$ cat src/rtl/brightness_drain_if.sv
// Stream bundle around the drain: accumulator input from the array column and pixel output to the consumer.
// Output handshake: a pixel moves on a rising edge where out_valid && out_ready; out_pixel holds while out_valid && !out_ready.
interface brightness_drain_if #(
   parameter int ACC_WIDTH = 24,
   parameter int PIX_WIDTH = 8
) ();
   logic                 acc_valid;
   logic [ACC_WIDTH-1:0] acc_in;
   logic                 out_valid;
   logic [PIX_WIDTH-1:0] out_pixel;
   logic                 out_ready;

   // Environment side: feeds the accumulator stream and consumes pixels.
   modport master (
      output acc_valid, acc_in, out_ready,
      input  out_valid, out_pixel
   );

   // Drain side.
   modport slave (
      input  acc_valid, acc_in, out_ready,
      output out_valid, out_pixel
   );
endinterface

$ cat src/rtl/brightness_drain.sv
// Column drain: scale + offset + clamp pipe stage, pixel FIFO with valid/ready, per-frame counting.
// Optional macro BRIGHT_ROUND_EN selects round-half-up before the right shift.
module brightness_drain #(
   parameter int ACC_WIDTH  = 24,
   parameter int PIX_WIDTH  = 8,
   parameter int SHIFT      = 0,
   parameter int FIFO_DEPTH = 4,
   parameter int CNT_WIDTH  = 16
) (
   input  logic                 clk,
   input  logic                 reset,
   input  logic                 start,
   input  logic [CNT_WIDTH-1:0] frame_len,
   input  logic [PIX_WIDTH:0]   offset,
   brightness_drain_if.slave    bus,
   output logic                 busy,
   output logic                 frame_done,
   output logic                 overflow,
   output logic [1:0]           dbg_state
);

   localparam int SW  = ACC_WIDTH + 2;
   localparam int AW  = $clog2(FIFO_DEPTH);
   localparam int RSH = (SHIFT > 0) ? SHIFT - 1 : 0;
   localparam logic [ACC_WIDTH:0]   RND      = (SHIFT > 0) ? ({{ACC_WIDTH{1'b0}}, 1'b1} << RSH) : '0;
   localparam logic signed [SW-1:0] PIX_MAX  = SW'((1 << PIX_WIDTH) - 1);
   localparam logic [CNT_WIDTH-1:0] CNT_ONE  = CNT_WIDTH'(1);
   localparam logic [AW:0]          DEPTH_C  = (AW + 1)'(FIFO_DEPTH);

   typedef enum logic [1:0] {
      IDLE  = 2'd0,
      RUN   = 2'd1,
      DRAIN = 2'd2
   } state_t;

   state_t state_q, state_n;
   logic                 accept;
   logic [CNT_WIDTH-1:0] len_q, cnt_q;
   logic [PIX_WIDTH:0]   off_q;

   logic                 pipe_valid;
   logic [PIX_WIDTH-1:0] pipe_pix;
   logic [ACC_WIDTH:0]   shifted;
   logic signed [SW-1:0] s_val;
   logic [PIX_WIDTH-1:0] pix_next;
   logic                 take;

   logic [PIX_WIDTH-1:0] mem [FIFO_DEPTH];
   logic [AW-1:0]        wr_ptr, rd_ptr;
   logic [AW:0]          fifo_cnt;
   logic                 full, pop, do_push, drop;

   // Scale, offset and clamp. The sum is wide enough that it never wraps.
   always_comb begin
`ifdef BRIGHT_ROUND_EN
      shifted = ({1'b0, bus.acc_in} + RND) >> SHIFT;
`else
      shifted = {1'b0, bus.acc_in >> SHIFT};
`endif
      s_val = $signed({1'b0, shifted}) +
              $signed({{(SW - PIX_WIDTH - 1){off_q[PIX_WIDTH]}}, off_q});
      if (s_val[SW-1]) begin
         pix_next = '0;
      end else if (s_val > PIX_MAX) begin
         pix_next = PIX_MAX[PIX_WIDTH-1:0];
      end else begin
         pix_next = s_val[PIX_WIDTH-1:0];
      end
   end

   assign take = (state_q == RUN) && bus.acc_valid;

   always_ff @(posedge clk or negedge reset) begin
      if (!reset) begin
         pipe_valid <= 1'b0;
         pipe_pix   <= '0;
      end else begin
         pipe_valid <= take;
         if (take) begin
            pipe_pix <= pix_next;
         end
      end
   end

   // FIFO: a full FIFO still accepts a push when a pop happens on the same edge.
   assign full          = (fifo_cnt == DEPTH_C);
   assign bus.out_valid = (fifo_cnt != '0);
   assign bus.out_pixel = bus.out_valid ? mem[rd_ptr] : '0;
   assign pop           = bus.out_valid && bus.out_ready;
   assign do_push       = pipe_valid && (!full || pop);
   assign drop          = pipe_valid && full && !pop;

   always_ff @(posedge clk) begin
      if (do_push) begin
         mem[wr_ptr] <= pipe_pix;
      end
   end

   always_ff @(posedge clk or negedge reset) begin
      if (!reset) begin
         wr_ptr   <= '0;
         rd_ptr   <= '0;
         fifo_cnt <= '0;
      end else begin
         if (do_push) begin
            wr_ptr <= wr_ptr + AW'(1);
         end
         if (pop) begin
            rd_ptr <= rd_ptr + AW'(1);
         end
         case ({do_push, pop})
            2'b10:   fifo_cnt <= fifo_cnt + (AW + 1)'(1);
            2'b01:   fifo_cnt <= fifo_cnt - (AW + 1)'(1);
            default: fifo_cnt <= fifo_cnt;
         endcase
      end
   end

   always_comb begin
      state_n    = state_q;
      accept     = 1'b0;
      frame_done = 1'b0;
      case (state_q)
         IDLE: begin
            if (start && (frame_len != '0)) begin
               accept  = 1'b1;
               state_n = RUN;
            end
         end
         RUN: begin
            if (bus.acc_valid && (cnt_q == len_q - CNT_ONE)) begin
               state_n = DRAIN;
            end
         end
         DRAIN: begin
            if (!pipe_valid && (fifo_cnt == '0)) begin
               frame_done = 1'b1;
               state_n    = IDLE;
            end
         end
         default: state_n = IDLE;
      endcase
   end

   // Frame bookkeeping; dropped pixels still count toward the frame length.
   always_ff @(posedge clk or negedge reset) begin
      if (!reset) begin
         state_q  <= IDLE;
         len_q    <= '0;
         off_q    <= '0;
         cnt_q    <= '0;
         overflow <= 1'b0;
      end else begin
         state_q <= state_n;
         if (accept) begin
            len_q    <= frame_len;
            off_q    <= offset;
            cnt_q    <= '0;
            overflow <= 1'b0;
         end else begin
            if (take) begin
               cnt_q <= cnt_q + CNT_ONE;
            end
            if (drop) begin
               overflow <= 1'b1;
            end
         end
      end
   end

   assign busy      = (state_q != IDLE);
   assign dbg_state = state_q;

endmodule

$ cat src/flat_wrapper.sv
// flat-port wrapper written by rule: the top's interface ports become plain ports
module brightness_drain_flat 
#(
   parameter int ACC_WIDTH  = 24,
   parameter int PIX_WIDTH  = 8,
   parameter int SHIFT      = 0,
   parameter int FIFO_DEPTH = 4,
   parameter int CNT_WIDTH  = 16
)
  (clk, reset, start, frame_len, offset, busy, frame_done, overflow, dbg_state, bus_acc_valid, bus_acc_in, bus_out_ready, bus_out_valid, bus_out_pixel);
  brightness_drain_if #(.ACC_WIDTH(ACC_WIDTH), .PIX_WIDTH(PIX_WIDTH)) bus_i ();
  input  logic clk;
  input  logic reset;
  input  logic start;
  input  logic [CNT_WIDTH-1:0] frame_len;
  input  logic [PIX_WIDTH:0] offset;
  output logic busy;
  output logic frame_done;
  output logic overflow;
  output logic [1:0] dbg_state;
  input wire logic [$bits(bus_i.acc_valid)-1:0] bus_acc_valid;
  input wire logic [$bits(bus_i.acc_in)-1:0] bus_acc_in;
  input wire logic [$bits(bus_i.out_ready)-1:0] bus_out_ready;
  output wire logic [$bits(bus_i.out_valid)-1:0] bus_out_valid;
  output wire logic [$bits(bus_i.out_pixel)-1:0] bus_out_pixel;
  assign bus_i.acc_valid = bus_acc_valid;
  assign bus_i.acc_in = bus_acc_in;
  assign bus_i.out_ready = bus_out_ready;
  assign bus_out_valid = bus_i.out_valid;
  assign bus_out_pixel = bus_i.out_pixel;
  brightness_drain #(.ACC_WIDTH(ACC_WIDTH), .PIX_WIDTH(PIX_WIDTH), .SHIFT(SHIFT), .FIFO_DEPTH(FIFO_DEPTH), .CNT_WIDTH(CNT_WIDTH)) u_core (.clk(clk), .reset(reset), .start(start), .frame_len(frame_len), .offset(offset), .bus(bus_i), .busy(busy), .frame_done(frame_done), .overflow(overflow), .dbg_state(dbg_state));
endmodule
$ cat config.mk
export PLATFORM = sky130hd
export DESIGN_NAME = brightness_drain_flat
export DESIGN_NICKNAME = d
export VERILOG_FILES = /design/src/rtl/brightness_drain_if.sv /design/src/rtl/brightness_drain.sv /design/src/flat_wrapper.sv
export SDC_FILE = /design/constraint.sdc
export NUM_CORES = 1
export LEC_CHECK = 0
export ABC_AREA = 1
export BUFFER_PORTS_ARGS = -buffer_cell sky130_fd_sc_hd__buf_2
export CORE_MARGIN = 2
export CORE_UTILIZATION = 45
export CTS_CLUSTER_SIZE = 25
export DETAILED_ROUTE_END_ITERATION = 10
export SLEW_MARGIN = 20
export SYNTH_ARGS = -nofsm -noshare
export SYNTH_HDL_FRONTEND = slang
export SYNTH_SLANG_ARGS = --single-unit
$ cat constraint.sdc
create_clock -name clk -period 5.7 [get_ports clk]
set_input_delay 0.285 -clock clk [delete_from_list [all_inputs] [get_ports clk]]
set_output_delay 0.285 -clock clk [all_outputs]
set_load 0.05 [all_outputs]
Yosys cells after proc, flatten, opt, wreduce, memory -nomap -nowiden
Memories as Yosys holds them, arrays and structs flattened.
Cells that the tools add are included.
{ "classes": {"add_sub_neg": 7, "magnitude_cmp": 1, "eq_ne": 9, "n_mux": 18, "n_reduce_logical": 21} }
{ "op_table": {"columns": ["cell", "count"], "rows": [
  ["two-way mux 16 bit", 2],
  ["adder 25 x 9 -> 26 bit", 1],
  ["greater-than comparator 26 x 9 -> 1 bit (second input constant)", 1],
  ["two-way mux 8 bit", 3],
  ["adder 16 x 1 -> 16 bit (second input constant)", 1],
  ["equality test 16 bit", 1],
  ["nonzero test 16 bit", 1],
  ["subtractor 16 x 1 -> 16 bit (second input constant)", 1],
  ["logical AND 1 bit", 8],
  ["two-way mux 1 bit", 8],
  ["nonzero test 2 bit", 4],
  ["two-way mux 2 bit", 3],
  ["case mux 2 bit (3 select lines)", 1],
  ["case mux 3 bit (2 select lines)", 1],
  ["adder 2 x 1 -> 2 bit (second input constant)", 2],
  ["equality test 2 x 1 -> 1 bit (second input constant)", 2],
  ["equality test 2 bit (second input constant)", 2],
  ["inequality test 2 x 1 -> 1 bit (second input constant)", 2],
  ["adder 3 x 1 -> 3 bit (second input constant)", 1],
  ["equality test 3 bit (second input constant)", 1],
  ["logical NOT 1 bit", 3],
  ["logical NOT 3 bit", 1],
  ["AND reduction 3 bit", 1],
  ["nonzero test 3 bit", 1],
  ["4 further kinds", 4]
]} }
{ "totals": {"reg_bits": 60, "mem_bits_rw": 32, "input_bits": 54, "output_inout_bits": 14, "word_cells": 67, "mem_count": 1} }
{ "memory_table": {"columns": ["name", "words", "word_bits", "read_ports", "rd_clocked_by_memory_dff", "wr", "line_no", "rtl"], "rows": [
  ["u_core.mem", 4, 8, 1, 0, 1, "brightness_drain.sv:48", "logic [PIX_WIDTH-1:0] mem [FIFO_DEPTH];"]
]} }

Logic depth before layout (Yosys ltp)
{ "depth": {"depth_word": 6, "ltp_mapped": 19, "mapped_depth_nobuf": 19} }

Least setup slack after synthesis
No wires, ideal clock.
{ "synth_path": {"path_kind": "register to register", "from": "register u_core.fifo_cnt[0]", "to": "register u_core.fifo_cnt[2]", "setup_time_ns": 0.131, "arrival_ns": 2.288, "required_time_ns": 5.569, "setup_slack_ns": 3.281, "stages_incl_launch_ff": 11, "n_path_buf": 0, "synth_period_minus_slack_ns": 2.419, "cell_sequence": "dfrtp_1 > nor2_1 > nand2_1 > clkinv_1 > nor2_1 > ha_1 > inv_1 > fa_1 > a21oi_1 > o21ai_0 > xor2_1"} }
{ "synth_between": {"elab_chain_len": 6, "word_cells_on_any_way": 12, "cone_classes": "2 x add/sub; 3 x eq/ne; 1 x mux; 6 x reduce/logical"} }
{ "synth_rtl": {"columns": ["item", "line_no", "rtl"], "rows": [
  ["from (decl)", "brightness_drain.sv:50", "logic [AW:0] fifo_cnt;"],
  ["from (signal assigned)", "brightness_drain.sv:112", "2'b10: fifo_cnt <= fifo_cnt + (AW + 1)'(1);"],
  ["from (signal assigned)", "brightness_drain.sv:113", "2'b01: fifo_cnt <= fifo_cnt - (AW + 1)'(1);"],
  ["from (signal assigned)", "brightness_drain.sv:114", "default: fifo_cnt <= fifo_cnt;"],
  ["nonzero test 3 bit (*)", "brightness_drain.sv:87", "assign bus.out_valid = (fifo_cnt != '0);"],
  ["net bus_out_valid", "flat_wrapper.sv:24", "output wire logic [$bits(bus_i.out_valid)-1:0] bus_out_valid;"],
  ["logical AND 1 bit (*)", "brightness_drain.sv:89", "assign pop = bus.out_valid && bus.out_ready;"],
  ["net u_core.pop", "brightness_drain.sv:51", "logic full, pop, do_push, drop;"],
  ["logical OR 1 bit", "brightness_drain.sv:90", "assign do_push = pipe_valid && (!full || pop);"],
  ["logical AND 1 bit", "brightness_drain.sv:90", null],
  ["equality test 2 x 1 -> 1 bit / equality test 2 bit (equally long branches)", "brightness_drain.sv:111", "case ({do_push, pop})"],
  ["case mux 3 bit (2 select lines) / nonzero test 2 bit (equally long branches)", null, null]
]} }
Mark *: on every way through the listed nets, which the timed path passes. The rest lies on a longest branch.
A chain may end at the register's enable or synchronous reset.

Final worst setup path
{ "layout_path": {"from": "register u_core.off_q[8]", "to": "register u_core.pipe_pix[7]"} }
{ "layout_between": {"elab_chain_len": 4} }
{ "layout_rtl": {"columns": ["item", "line_no", "rtl"], "rows": [
  ["from (decl)", "brightness_drain.sv:39", "logic [PIX_WIDTH:0] off_q;"],
  ["from (signal assigned)", "brightness_drain.sv:157", "off_q <= offset;"],
  ["adder 25 x 9 -> 26 bit (*)", "brightness_drain.sv:60", "s_val = $signed({1'b0, shifted}) +"],
  ["greater-than comparator 26 x 9 -> 1 bit", "brightness_drain.sv:64", "end else if (s_val > PIX_MAX) begin"],
  ["two-way mux 8 bit", "brightness_drain.sv:64", null],
  ["two-way mux 8 bit (*)", "brightness_drain.sv:62", "if (s_val[SW-1]) begin"],
  ["to (signal assigned)", "brightness_drain.sv:80", "pipe_pix <= pix_next;"],
  ["to (decl)", "brightness_drain.sv:42", "logic [PIX_WIDTH-1:0] pipe_pix;"]
]} }
Mark *: on every way between the ends. The rest lies on a longest branch, timed or not.

==> metrics.txt <==
status finished, final reports clean; flop2flop setup slack 2.77 ns; core area approximately 14000 sq um; # diodes 0; Rows 43; Slew headroom 0.305; end of the critical path u_core.pipe_pix[7]; HPWL Detailed 11600 microns; max_cap viols 0; Yosys reg bits between 90 and 100; # nets final 1034; Post-synth EDFFs 32; Pwr Density around 550 nW/um^2; Final Skew 0.00895 ns; Buffers & Inverters on Critical Path 1; met3 Use GR 0.0290; Crit path top cell by count nand2_1; initial core utilization 0.456; synthesized instance count about 900; Tmin final 2.93 ns; Slowest-stage cell, CP dfrtp_1; CTS Buf Count 9; max incr delay on CP 0.80 ns; ranking of synthesized cells by area dfrtp_1 24%, nand2_1 17%, edfxtp_1 15%; DRT Wirelength 14800 microns; Final Slew Violations 0; Syn Nets roughly 970; met1 Use GR 0.303; RSZ-0062 raised after global routing no; critical path depth 15; Hold Fails Final Rpt 0; CTS tree done; Critical Path Start u_core.off_q[8]; Required @ worst endpoint roughly 5.9 ns; drt drc 0; worst-path cell chain ha_1 > nand2_1 > inv_1 > a21oi_1 > o21bai_1 > nand2_1 > nand3_1 > nand2_1 > nand2_1 > nor2_1 > nand4_1 > nand2_2 > nand2_1 > nand2_1 > nand2_1; IO buf count 67; crit-path max FO 19; hold crit path type in -> async; Clk Latency, worst-skew pair ~0.34 ns; post-DR vias/cell 4.88; Mapped Area ~6300 sq um; routability cong. approximately 0.88; Achievable Freq about 340 MHz; Static Leak around 3.6 nW; gr busiest metal met2; Worst-path clk slew approximately 0.070 ns; WL/cell 13.0 microns; sequential fraction of the synthesis area 0.392; power after layout about 4 mW; Async S/R FF share, synth 0.652; met2 usage 0.337; drt pass-1 iters 5; worst-margin pin slew ~1.0 ns; # IOs 68; largest net degree at the start of global routing just over 60; Post-synth top cells 289 x nand2_1, 118 x inv_1, 103 x nor2_1; most frequent cell after synthesis nand2_1; routed via count 5524; first-pass GRT wire length 24900 microns; Setup CP Type reg -> reg; Area Growth Syn to Fin 13.9%; PostCTS Resize Cnt 0; Netlist cell types 36; peak supply drop approximately 0.20 mV; setup TNS 0 ns; clock root buffer clkbuf_16; GRT Total Usage 0.212; Yosys warnings 0; Post-CTS Hold Buffers 0; Critical Path End Type flop; vias in the first global route 5153; clock tree buffer depth 2; GR Overflow Total 0; chip height approximately 120 microns; # Post-CTS Setup Buffers 0; final std cells w/o fill 1131; ys flop type dfrtp_1; endpoints failing setup 0; Die Footprint approximately 15000 sq um; final worst setup slack 2.77 ns; die span in x ~120 microns; Inst Count DP 1115; CTS Sinks between 90 and 100; cell taking the most area after synthesis dfrtp_1; Placement Setup Slack 2.77 ns; cell family with most CP delay simple AND/OR/NAND/NOR gates; layout cells sized above 1 0.116; FF-to-FF End u_core.pipe_pix[7]; R2R Path Start u_core.off_q[8]; Crit path arrival time 3.16 ns; Iter 0 DRT Violations around 330; Final period util 0.515; FF-to-FF path depth 15; top-area cell type share of the netlist area 0.239; Avg Inst Size Synth roughly 7.1 sq um; post-route ant nets 0; number of H-tree levels 3; antenna violations before repair 0; crit start category flop
## per-stage QoR
| stage | util | hold slack [ns] | cell area [sq um] |
|---|---|---|---|
| after floorplan | - | -0.0106 | 6280 |
| after global placement | 0.494 | 0.467 | 6810 |
| after detailed placement | 0.494 | 0.480 | 6810 |
| after CTS | 0.519 | 0.130 | 7150 |
| after global routing | 0.519 | 0.153 | 7150 |
| final | 0.519 | 0.0800 | 7150 |
## worst register-to-register path, cell delays in order, from the launching register on
cell and delay [ns]:
dfrtp_1 0.80, ha_1 0.43, nand2_1 0.11, inv_1 0.05, a21oi_1 0.33, o21bai_1 0.15, nand2_1 0.08, nand3_1 0.13
nand2_1 0.11, nand2_1 0.06, nor2_1 0.10, nand4_1 0.10, nand2_2 0.17, nand2_1 0.08, nand2_1 0.06, nand2_1 0.05
## area by class of cell
type	instances	area, sq um
clock buffers	10	229
clock inverters	6	111
fillers	1449	6630
inverters	125	469
multi-input cells	649	3300
flip-flops and latches	92	2460
well taps	180	225
repair buffers	69	350
## logic make-up after synthesis
family | count (synthesis) | share of synthesized area
and+or+nand+nor | 493 | 0.334
xor gates and xnor gates | 36 | 0.0502
DFF | 92 | 0.392
AOI/OAI and AO/OA | 86 | 0.0714
adders and majority gates | 34 | 0.0702
buffers and inverters | 137 | 0.0819
## placed cells by master, fill, tap and decap left out, drive strengths merged
cell,count
nand4,17
nor3,13
o21ai,39
nand3b,3
bufinv,3
o2111ai,1
inv,124
fa,2
xnor2,13
dfrtp,60
and2,4
nor4,8
edfxtp,32
or2,4
xor2,23
clkinvlp,1
clkinv,3
nor2,108
and3,1
nand2,294
o21bai,3
clkbuf,10
ha,32
a21oi,42
a211oi,1
buf,69
nand3,41
## state kept, by name, summed over array words and instances, names as in the netlist
signal             count
u_core.wr_ptr          2
u_core.fifo_cnt        3
u_core.overflow        1
u_core.pipe_pix        8
u_core.cnt_q          16
u_core.mem            32
u_core.off_q           9
u_core.pipe_valid      1
u_core.dbg_state       2
u_core.len_q          16
u_core.rd_ptr          2
## where the power goes
part	internal [mW]	switching (mW)
sequential	0.947	0.224
clock	0.430	0.253
combinational	0.706	1.40
total	2.08	1.88
## per-layer routing
metal / vias to the layer above / routed length [microns]
met5: - / 0
met4: 0 / 267
met3: 15 / 447
met2: 100 / 6620
met1: 2485 / 7410
li1: 2924 / -
## how the worst min path moves through the flow
stage / start / endpoint / slack (ns) / depth (start not counted)
2_1_floorplan: reset / u_core.cnt_q[0] / -0.01 / 0
3_3_place_gp: u_core.cnt_q[15] / u_core.cnt_q[15] / 0.47 / 1
3_5_place_dp: u_core.off_q[0] / u_core.off_q[0] / 0.48 / 2
4_1_cts: reset / u_core.fifo_cnt[1] / 0.13 / 2
5_1_grt: offset[7] / u_core.off_q[7] / 0.15 / 3
6_report: reset / u_core.fifo_cnt[2] / 0.08 / 2
No activity file was read; power rests on OpenSTA's default activity.
